[config.mk]
export PLATFORM = sky130hd
export DESIGN_NAME = dec2bin_fixed_entry
export DESIGN_NICKNAME = d
export VERILOG_FILES = /design/src/rtl/dec2bin_fixed_entry.sv
export SDC_FILE = /design/constraint.sdc
export NUM_CORES = 1
export LEC_CHECK = 0
export ABC_AREA = 1
export BUFFER_PORTS_ARGS = -buffer_cell sky130_fd_sc_hd__buf_2
export CAP_MARGIN = 5
export CORE_MARGIN = 5
export CORE_UTILIZATION = 55
export DETAILED_ROUTE_END_ITERATION = 10
export PLACE_DENSITY = 0.75
export SLEW_MARGIN = 30
export SYNTH_ARGS = -nofsm -noshare
export SYNTH_HDL_FRONTEND = slang
export SYNTH_SLANG_ARGS = --single-unit
[constraint.sdc]
create_clock -name clk -period 5.5 [get_ports clk]
set_input_delay 0.55 -clock clk [delete_from_list [all_inputs] [get_ports clk]]
set_output_delay 0.55 -clock clk [all_outputs]
set_load 0.01 [all_outputs]
[src/rtl/dec2bin_fixed_entry.sv]
// dec2bin_fixed_entry
//   Keypad-side decimal number entry. Accumulates key codes into a signed
//   fixed-point value (integer magnitude 0..INT_MAX, hundredths 0..99) and
//   commits it on enter in the format used by the display converter.
//
// Ports:
//   clk          system clock
//   rst          asynchronous active-high reset
//   key_valid    one-cycle strobe, key_code valid this cycle
//   key_code     0-9 digit, A point, B sign, C clear, D enter, E backspace, F reserved
//   acc_int      committed signed integer part (two's complement)
//   frac         committed hundredths magnitude 0..99
//   neg          committed sign (distinguishes -0.xx)
//   value_valid  one-cycle pulse after an accepted enter
//   busy         high while an entry is in progress
//   err          one-cycle pulse after a rejected key
//
// Build option: define DEC2BIN_BACKSPACE_EN to enable key E as backspace;
// otherwise key E is ignored and no divide-by-10 logic is built.
module dec2bin_fixed_entry #(
    parameter int INT_MAX     = 127,
    parameter int FRAC_DIGITS = 2
) (
    input  logic       clk,
    input  logic       rst,
    input  logic       key_valid,
    input  logic [3:0] key_code,
    output logic [7:0] acc_int,
    output logic [6:0] frac,
    output logic       neg,
    output logic       value_valid,
    output logic       busy,
    output logic       err
);

    typedef enum logic [1:0] {S_IDLE, S_INT, S_FRAC} state_t;

    localparam logic [3:0] KEY_POINT = 4'hA;
    localparam logic [3:0] KEY_SIGN  = 4'hB;
    localparam logic [3:0] KEY_CLEAR = 4'hC;
    localparam logic [3:0] KEY_ENTER = 4'hD;
`ifdef DEC2BIN_BACKSPACE_EN
    localparam logic [3:0] KEY_BACK  = 4'hE;
`endif

    state_t      state_q, state_d;
    logic [6:0]  mag_q, mag_d;
    logic [6:0]  wfrac_q, wfrac_d;
    logic        wneg_q, wneg_d;
    logic [1:0]  fcnt_q, fcnt_d;
    logic        from_idle_q, from_idle_d;   // S_FRAC was entered straight from S_IDLE
    logic [7:0]  acc_int_q, acc_int_d;
    logic [6:0]  frac_q, frac_d;
    logic        neg_q, neg_d;
    logic        value_valid_q, value_valid_d;
    logic        busy_q, busy_d;
    logic        err_q, err_d;

    logic        is_digit;
    logic [10:0] mag_next;
    logic        commit_neg;

    assign is_digit   = (key_code <= 4'd9);
    assign mag_next   = ({4'b0, mag_q} * 11'd10) + {7'b0, key_code};
    // Negative zero collapses to +0 on commit
    assign commit_neg = wneg_q & ((mag_q != '0) | (wfrac_q != '0));

    always_comb begin
        state_d       = state_q;
        mag_d         = mag_q;
        wfrac_d       = wfrac_q;
        wneg_d        = wneg_q;
        fcnt_d        = fcnt_q;
        from_idle_d   = from_idle_q;
        acc_int_d     = acc_int_q;
        frac_d        = frac_q;
        neg_d         = neg_q;
        value_valid_d = 1'b0;
        err_d         = 1'b0;

        if (key_valid) begin
            if (state_q == S_IDLE) begin
                if (is_digit) begin
                    mag_d   = {3'b0, key_code};
                    wfrac_d = '0;
                    wneg_d  = 1'b0;
                    fcnt_d  = '0;
                    state_d = S_INT;
                end else if (key_code == KEY_POINT) begin
                    mag_d       = '0;
                    wfrac_d     = '0;
                    wneg_d      = 1'b0;
                    fcnt_d      = '0;
                    from_idle_d = 1'b1;
                    state_d     = S_FRAC;
                end
            end else if (is_digit) begin
                if (state_q == S_INT) begin
                    if (mag_next <= 11'(INT_MAX))
                        mag_d = mag_next[6:0];
                    else
                        err_d = 1'b1;
                end else if (fcnt_q >= 2'(FRAC_DIGITS)) begin
                    err_d = 1'b1;
                end else if (fcnt_q == 2'd0) begin
                    wfrac_d = {3'b0, key_code} * 7'd10;
                    fcnt_d  = 2'd1;
                end else begin
                    wfrac_d = wfrac_q + {3'b0, key_code};
                    fcnt_d  = 2'd2;
                end
            end else begin
                case (key_code)
                    KEY_POINT: begin
                        if (state_q == S_INT) begin
                            state_d     = S_FRAC;
                            from_idle_d = 1'b0;
                        end else begin
                            err_d = 1'b1;
                        end
                    end
                    KEY_SIGN: wneg_d = ~wneg_q;
                    KEY_CLEAR: begin
                        mag_d   = '0;
                        wfrac_d = '0;
                        wneg_d  = 1'b0;
                        fcnt_d  = '0;
                        state_d = S_IDLE;
                    end
                    KEY_ENTER: begin
                        neg_d         = commit_neg;
                        acc_int_d     = commit_neg ? (8'd0 - {1'b0, mag_q}) : {1'b0, mag_q};
                        frac_d        = wfrac_q;
                        value_valid_d = 1'b1;
                        mag_d         = '0;
                        wfrac_d       = '0;
                        wneg_d        = 1'b0;
                        fcnt_d        = '0;
                        state_d       = S_IDLE;
                    end
`ifdef DEC2BIN_BACKSPACE_EN
                    KEY_BACK: begin
                        if (state_q == S_FRAC) begin
                            if (fcnt_q == 2'd2) begin
                                wfrac_d = (wfrac_q / 7'd10) * 7'd10;
                                fcnt_d  = 2'd1;
                            end else if (fcnt_q == 2'd1) begin
                                wfrac_d = '0;
                                fcnt_d  = '0;
                            end else if (from_idle_q) begin
                                mag_d   = '0;
                                wfrac_d = '0;
                                wneg_d  = 1'b0;
                                state_d = S_IDLE;
                            end else begin
                                state_d = S_INT;
                            end
                        end else if (mag_q >= 7'd10) begin
                            mag_d = mag_q / 7'd10;
                        end else begin
                            mag_d   = '0;
                            wfrac_d = '0;
                            wneg_d  = 1'b0;
                            fcnt_d  = '0;
                            state_d = S_IDLE;
                        end
                    end
`endif
                    default: ;
                endcase
            end
        end

        busy_d = (state_d != S_IDLE);
    end

    always_ff @(posedge clk or posedge rst) begin
        if (rst) begin
            state_q       <= S_IDLE;
            mag_q         <= '0;
            wfrac_q       <= '0;
            wneg_q        <= 1'b0;
            fcnt_q        <= '0;
            from_idle_q   <= 1'b0;
            acc_int_q     <= '0;
            frac_q        <= '0;
            neg_q         <= 1'b0;
            value_valid_q <= 1'b0;
            busy_q        <= 1'b0;
            err_q         <= 1'b0;
        end else begin
            state_q       <= state_d;
            mag_q         <= mag_d;
            wfrac_q       <= wfrac_d;
            wneg_q        <= wneg_d;
            fcnt_q        <= fcnt_d;
            from_idle_q   <= from_idle_d;
            acc_int_q     <= acc_int_d;
            frac_q        <= frac_d;
            neg_q         <= neg_d;
            value_valid_q <= value_valid_d;
            busy_q        <= busy_d;
            err_q         <= err_d;
        end
    end

    assign acc_int     = acc_int_q;
    assign frac        = frac_q;
    assign neg         = neg_q;
    assign value_valid = value_valid_q;
    assign busy        = busy_q;
    assign err         = err_q;

endmodule

# After elaboration in Yosys (flattened, before gate mapping)
# Cells that the tools add are included.
# op_classes
n_reduce_logical	12
multipliers	2
magnitude_cmp	3
muxes	46
bitwise	5
n_eq_ne	11
add_sub_neg	3
# ops
cell	count
7-bit 2-to-1 mux	13
2-bit 2-to-1 mux	14
4-bit equality test (second input constant)	4
1-bit 2-to-1 mux	16
7-bit nonzero test	2
11-bit by 4-bit adder with 11-bit output	1
11-bit by 7-bit <= comparator with 1-bit output (second input constant)	1
7-bit by 3-bit multiplier with 10-bit output (second input constant)	1
5-bit AND reduction	2
8-bit 2-to-1 mux	1
4-bit AND reduction	2
1-bit by 7-bit subtractor with 8-bit output (first input constant)	1
7-bit by 4-bit adder with 7-bit output	1
4-bit by 3-bit multiplier with 6-bit output (second input constant)	1
3-bit by 1-bit != test with 1-bit output (second input constant)	2
3-bit != test (second input constant)	2
3-bit nonzero test	2
4-bit <= comparator (second input constant)	1
2-bit logical NOT	2
2-bit one-hot mux with 2 select lines	1
3-bit by 2-bit != test with 1-bit output (second input constant)	1
1-bit inverter	3
2-bit by 1-bit equality test with 1-bit output (second input constant)	1
2-bit greater-or-equal comparator (second input constant)	1
6 further kinds	6
# word_totals
regBits	38
output_inout_bits	19
word_cells	93
inputBits	7

# Longest topological paths before layout
# logic_depth
word_depth	8
mapped_depth	17
mapped_depth_nobuf	17

# Least setup slack after synthesis
# OpenSTA, ideal clock, no wires.
# synth_path
path_kind	register -> register
from	reg mag_q[1]
to	reg mag_q[1]
arrival_ns	2.197
slack_ns	3.186
period_less_slack_ns	2.314
stages_incl_launch_ff	15
required_time_ns	5.383
setup_ns	0.117
n_path_buf	0
path_cell_list	dfrtp_1 > ha_1 > ha_1 > inv_1 > fa_1 > xnor2_1 > nand3_1 > nor2_1 > nand2_1 > nand2_1 > nand2_1 > nand2_2 > nand2_4 > nand2_1 > nand2_1
# synth_between
elab_chain_len	5
# synth_rtl
element	line	rtl
start: declaration	47	logic [6:0] mag_q, mag_d;
start signal: assignment	193	mag_q <= mag_d;
7-bit by 3-bit multiplier with 10-bit output	64	assign mag_next = ({4'b0, mag_q} * 11'd10) + {7'b0, key_code};
11-bit by 4-bit adder with 11-bit output	64	
11-bit by 7-bit <= comparator with 1-bit output	99	if (mag_next <= 11'(INT_MAX))
3-bit by 1-bit != test with 1-bit output (no line)	--	
5-bit AND reduction (no line)	--	
# Every way passes these cells.
# A chain may end at the register's enable or synchronous reset.

# Final worst setup path
# layout_path
from	reg mag_q[1]
to	reg mag_q[5]
# layout_between
elab_chain_len	6
elab_cells_between_ends	9
cone_classes	add/sub (1); mul (1); order compare (1); eq/ne (1); mux (4); reduce/logical (1)
# layout_rtl
element	line
7-bit by 3-bit multiplier with 10-bit output *	64
11-bit by 4-bit adder with 11-bit output *	64
branches (longest 4 deep; another with 11-bit by 7-bit <= comparator with 1-bit output)	--
# Mark *: on every way between the ends. The select of a mux whose other input is x is not followed.

==> metrics.cfg <==
[status]
status = finished clean

[clock_tree]
cts_hold_repair.buffers = 0
clock_tree_from_tritoncts = yes
clock_tree.root_cell = clkbuf_8
insertion_delay_ns = 0.29
ctsResizeCount = 0
cts_post_setup_buffers_inserted = 0
cts.reportedPaths.clkPinSlew_ns = 0.08
cts.sink_count = 38
clockBufferDepth = 2
numCtsBuffers = 5
clock_tree.htree_level_count = 2

[power_and_ir_drop]
power.leakage_nw = 1.55
power.share.combinational_pct = 50.0
max-vdd-ir-drop_mv = 0.284
clkPwrFrac_pct = 18.9
total_switching_power_w = 0.000666
total_power_w = 0.00152
power.switching_fraction_pct = 43.9
sequential_power_share_pct = 31.1
cellInternalPower_w = 0.000850
cellPowerDensity_nw_per_um2 = 521

[worst_setup_path]
worst_r2r_startpoint = mag_q[1]$_DFFE_PP0P_
wp_data_arrival_ns = 2.78
critical_path.reg2reg.endpoint = mag_q[5]$_DFFE_PP0P_
timing.setup.critical_path_class = flip-flop to flip-flop
timing.reg2reg.setup_slack_ns = 2.90
worst-r2r-cell-count = 14
critical_path.max_fanout = 8
worst_ep_required_time_ns = 5.68
critical_path.endpoint_type = flip-flop
setup.worst_path.start_class = flip-flop

[timing]
final.setup.tns_ns = 0
max_slew.worst_pin.slew_ns = 0.633
setup_viol = 0
final_clock_period_utilization_by_the_worst_path_pct = 47.3
final.setup_skew_ns = 0.00401
slew_headroom_pct = 57.5
min_period_ns = 2.60
fmaxAchievable_mhz = 385
tightest_hold_margin_ns = 0.359
rsz_0062_raised_after_global_routing = false
final_critical_path_setup_slack_ns = 2.90
final_hold_viol_count = 0
report.final.slew_viol_count = 0

[logic_synthesis]
yosysSeqAreaShare_pct = 36.5
post-synth-top-count-cell = nand2_1
synth_commonest_cells = nand2_1 (86), dfrtp_1 (38), inv_1 (36), nand3_1 (33), o21ai_0 (28)
ys_ff_latch = 38
netlist.top_cell.by_area = dfrtp_1
synth_enable_flop_cells = 0
synth_fp_nets = 360
yosys.area.top_type_share_pct = 36.5
synth_area_sq_um = 2600
netlist_top_cells_area = dfrtp_1 (37%), nand2_1 (12%), ha_1 (10%), nand3_1 (6.3%), o21ai_0 (5.4%)
synthFlopType = dfrtp_1
synth.yosys.warnings = 0
ys_types = 35
share_of_synthesized_registers_carrying_an_async_set_or_reset_pct = 100
netlist_instances = 328
mean_instance_size_in_the_synthesized_netlist_sq_um = 7.94

[route]
routed-via-count = 2222
drt_iter0_drc = 88
pre_repair_dr_iteration_count = 4
drc = 0
routed_wl_um = 5500
routed_via_count_divided_by_cell_count = 5.39
postRouteAntennaNets = 0
average_wire_per_standard_cell_um = 13.4

[final_layout]
post_layout_nonfiller_instances = 412
multi_input_comb_area_sq_um = 1470
fillerInstances = 420
n_antenna_cell = 0
area.growth.synth_to_final_pct = 11.8
final_layout_size_suffix_gt1_share_pct = 15.1
area_taken_by_flip_flops_and_latches_sq_um = 951
design.final.nets = 389

[floorplan]
row_count = 25
io-pin-count = 26
floorplan.die_area_sq_um = 6210
die-height_um = 78.8
die_x_um = 78.8
initial_core_util_pct = 55.9
core_area_sq_um = 4660

[global_route]
gr-usage-all-layers_pct = 19.5
grt_pass1_vias = 2155
antenna_found_initial = 0
wire_length_of_the_first_global_routing_pass_um = 9690
grt_start_max_net_pins = 39
grt_overflow = 0

[place]
io_buffers = 25
dpl.cell_count = 404
dp_hpwl_um = 4250
preCtsSetupSlack_ns = 2.94
finalWeightedCongestion = 0.885

[min_path]
worstHoldPathType = input port to async pin

[job]
max_cap_violations = 0

## how the worst max path moves through the flow
stage	cells past startpoint	to	slack, ns	startpoint
2_1_floorplan	14	mag_q[1]$_DFFE_PP0P_	3.19	mag_q[1]$_DFFE_PP0P_
3_3_place_gp	14	mag_q[4]$_DFFE_PP0P_	3.05	mag_q[1]$_DFFE_PP0P_
3_5_place_dp	14	mag_q[5]$_DFFE_PP0P_	2.94	mag_q[1]$_DFFE_PP0P_
4_1_cts	14	mag_q[5]$_DFFE_PP0P_	2.91	mag_q[1]$_DFFE_PP0P_
5_1_grt	16	mag_q[5]$_DFFE_PP0P_	2.67	mag_q[1]$_DFFE_PP0P_
6_report	14	mag_q[5]$_DFFE_PP0P_	2.90	mag_q[1]$_DFFE_PP0P_
## routing by layer
metal	vias to the layer above	GRT usage [%]	routed length, um
met5	-	0	0
met4	0	5.59	26
met3	4	3.29	287
met2	56	31.9	2540
met1	1021	26.5	2650
li1	1141	-	-
## registers in the layout (all words and copies together) (netlist names), 2 cells and up
| name | count |
|---|---|
| acc_int | 8 |
| frac | 7 |
| mag_q | 7 |
| wfrac_q | 7 |
| fcnt_q | 2 |
| state_q | 2 |
## power by group through the flow
stage | sequential [W] | clock [W] | combinational [W]
6_report | 0.000471 | 0.000287 | 0.000758
5_1_grt | 0.000488 | 0.000305 | 0.000878
4_1_cts | 0.000472 | 0.000290 | 0.000763
3_5_place_dp | 0.000478 | 0 | 0.000756
3_3_place_gp | 0.000471 | 0 | 0.000736
2_1_floorplan | 0.000486 | 0 | 0.000554
## stage by stage
step	area, sq um	util, %
2_1_floorplan	2600	-
3_5_place_dp	2770	59.5
6_report	2910	62.4
3_3_place_gp	2770	59.5
5_1_grt	2910	62.4
4_1_cts	2910	62.4
## placed cells by master, fill, tap and decap left out, drive strengths merged, types with 2 or more instances in the layout
cell,n
a21oi,9
buf,26
bufinv,2
clkbuf,5
clkinv,2
dfrtp,38
fa,4
ha,21
inv,38
nand2,93
nand3,37
nand4,7
nor2,25
nor3,4
o211ai,2
o21ai,29
o31ai,2
or2,2
xnor2,3
xor2,5
## layout make-up
class | instances | area share [%]
inverter | 39 | 5.07
timing repair buffer | 26 | 4.56
multi-input combinational | 247 | 50.6
sequential | 38 | 32.7
clock buffer | 5 | 2.36
tap | 54 | 2.32
clock inverter | 3 | 2.36
## worst max-delay path, stage by stage (launching register included)
cell and delay [ns]:
dfrtp_1 0.48, ha_1 0.32, ha_1 0.16, inv_1 0.06, fa_1 0.40, xnor2_1 0.27, nand3_1 0.14, nor2_1 0.11
nand2_1 0.05, nand2_1 0.07, nand2_1 0.07, nand2_2 0.15, nand2_4 0.09, nand2_1 0.07, nand2_1 0.05
## kinds of logic after synthesis
| group | synth area share [%] |
|---|---|
| AO/OA/AOI/OAI | 10.0 |
| XOR/XNOR | 2.69 |
| adder cells (fa/ha/maj) | 13.2 |
| buffers and inverters | 6.87 |
| flip-flops | 36.5 |
| AND/OR/NAND/NOR | 30.8 |
(Power assumes the default switching activity.)
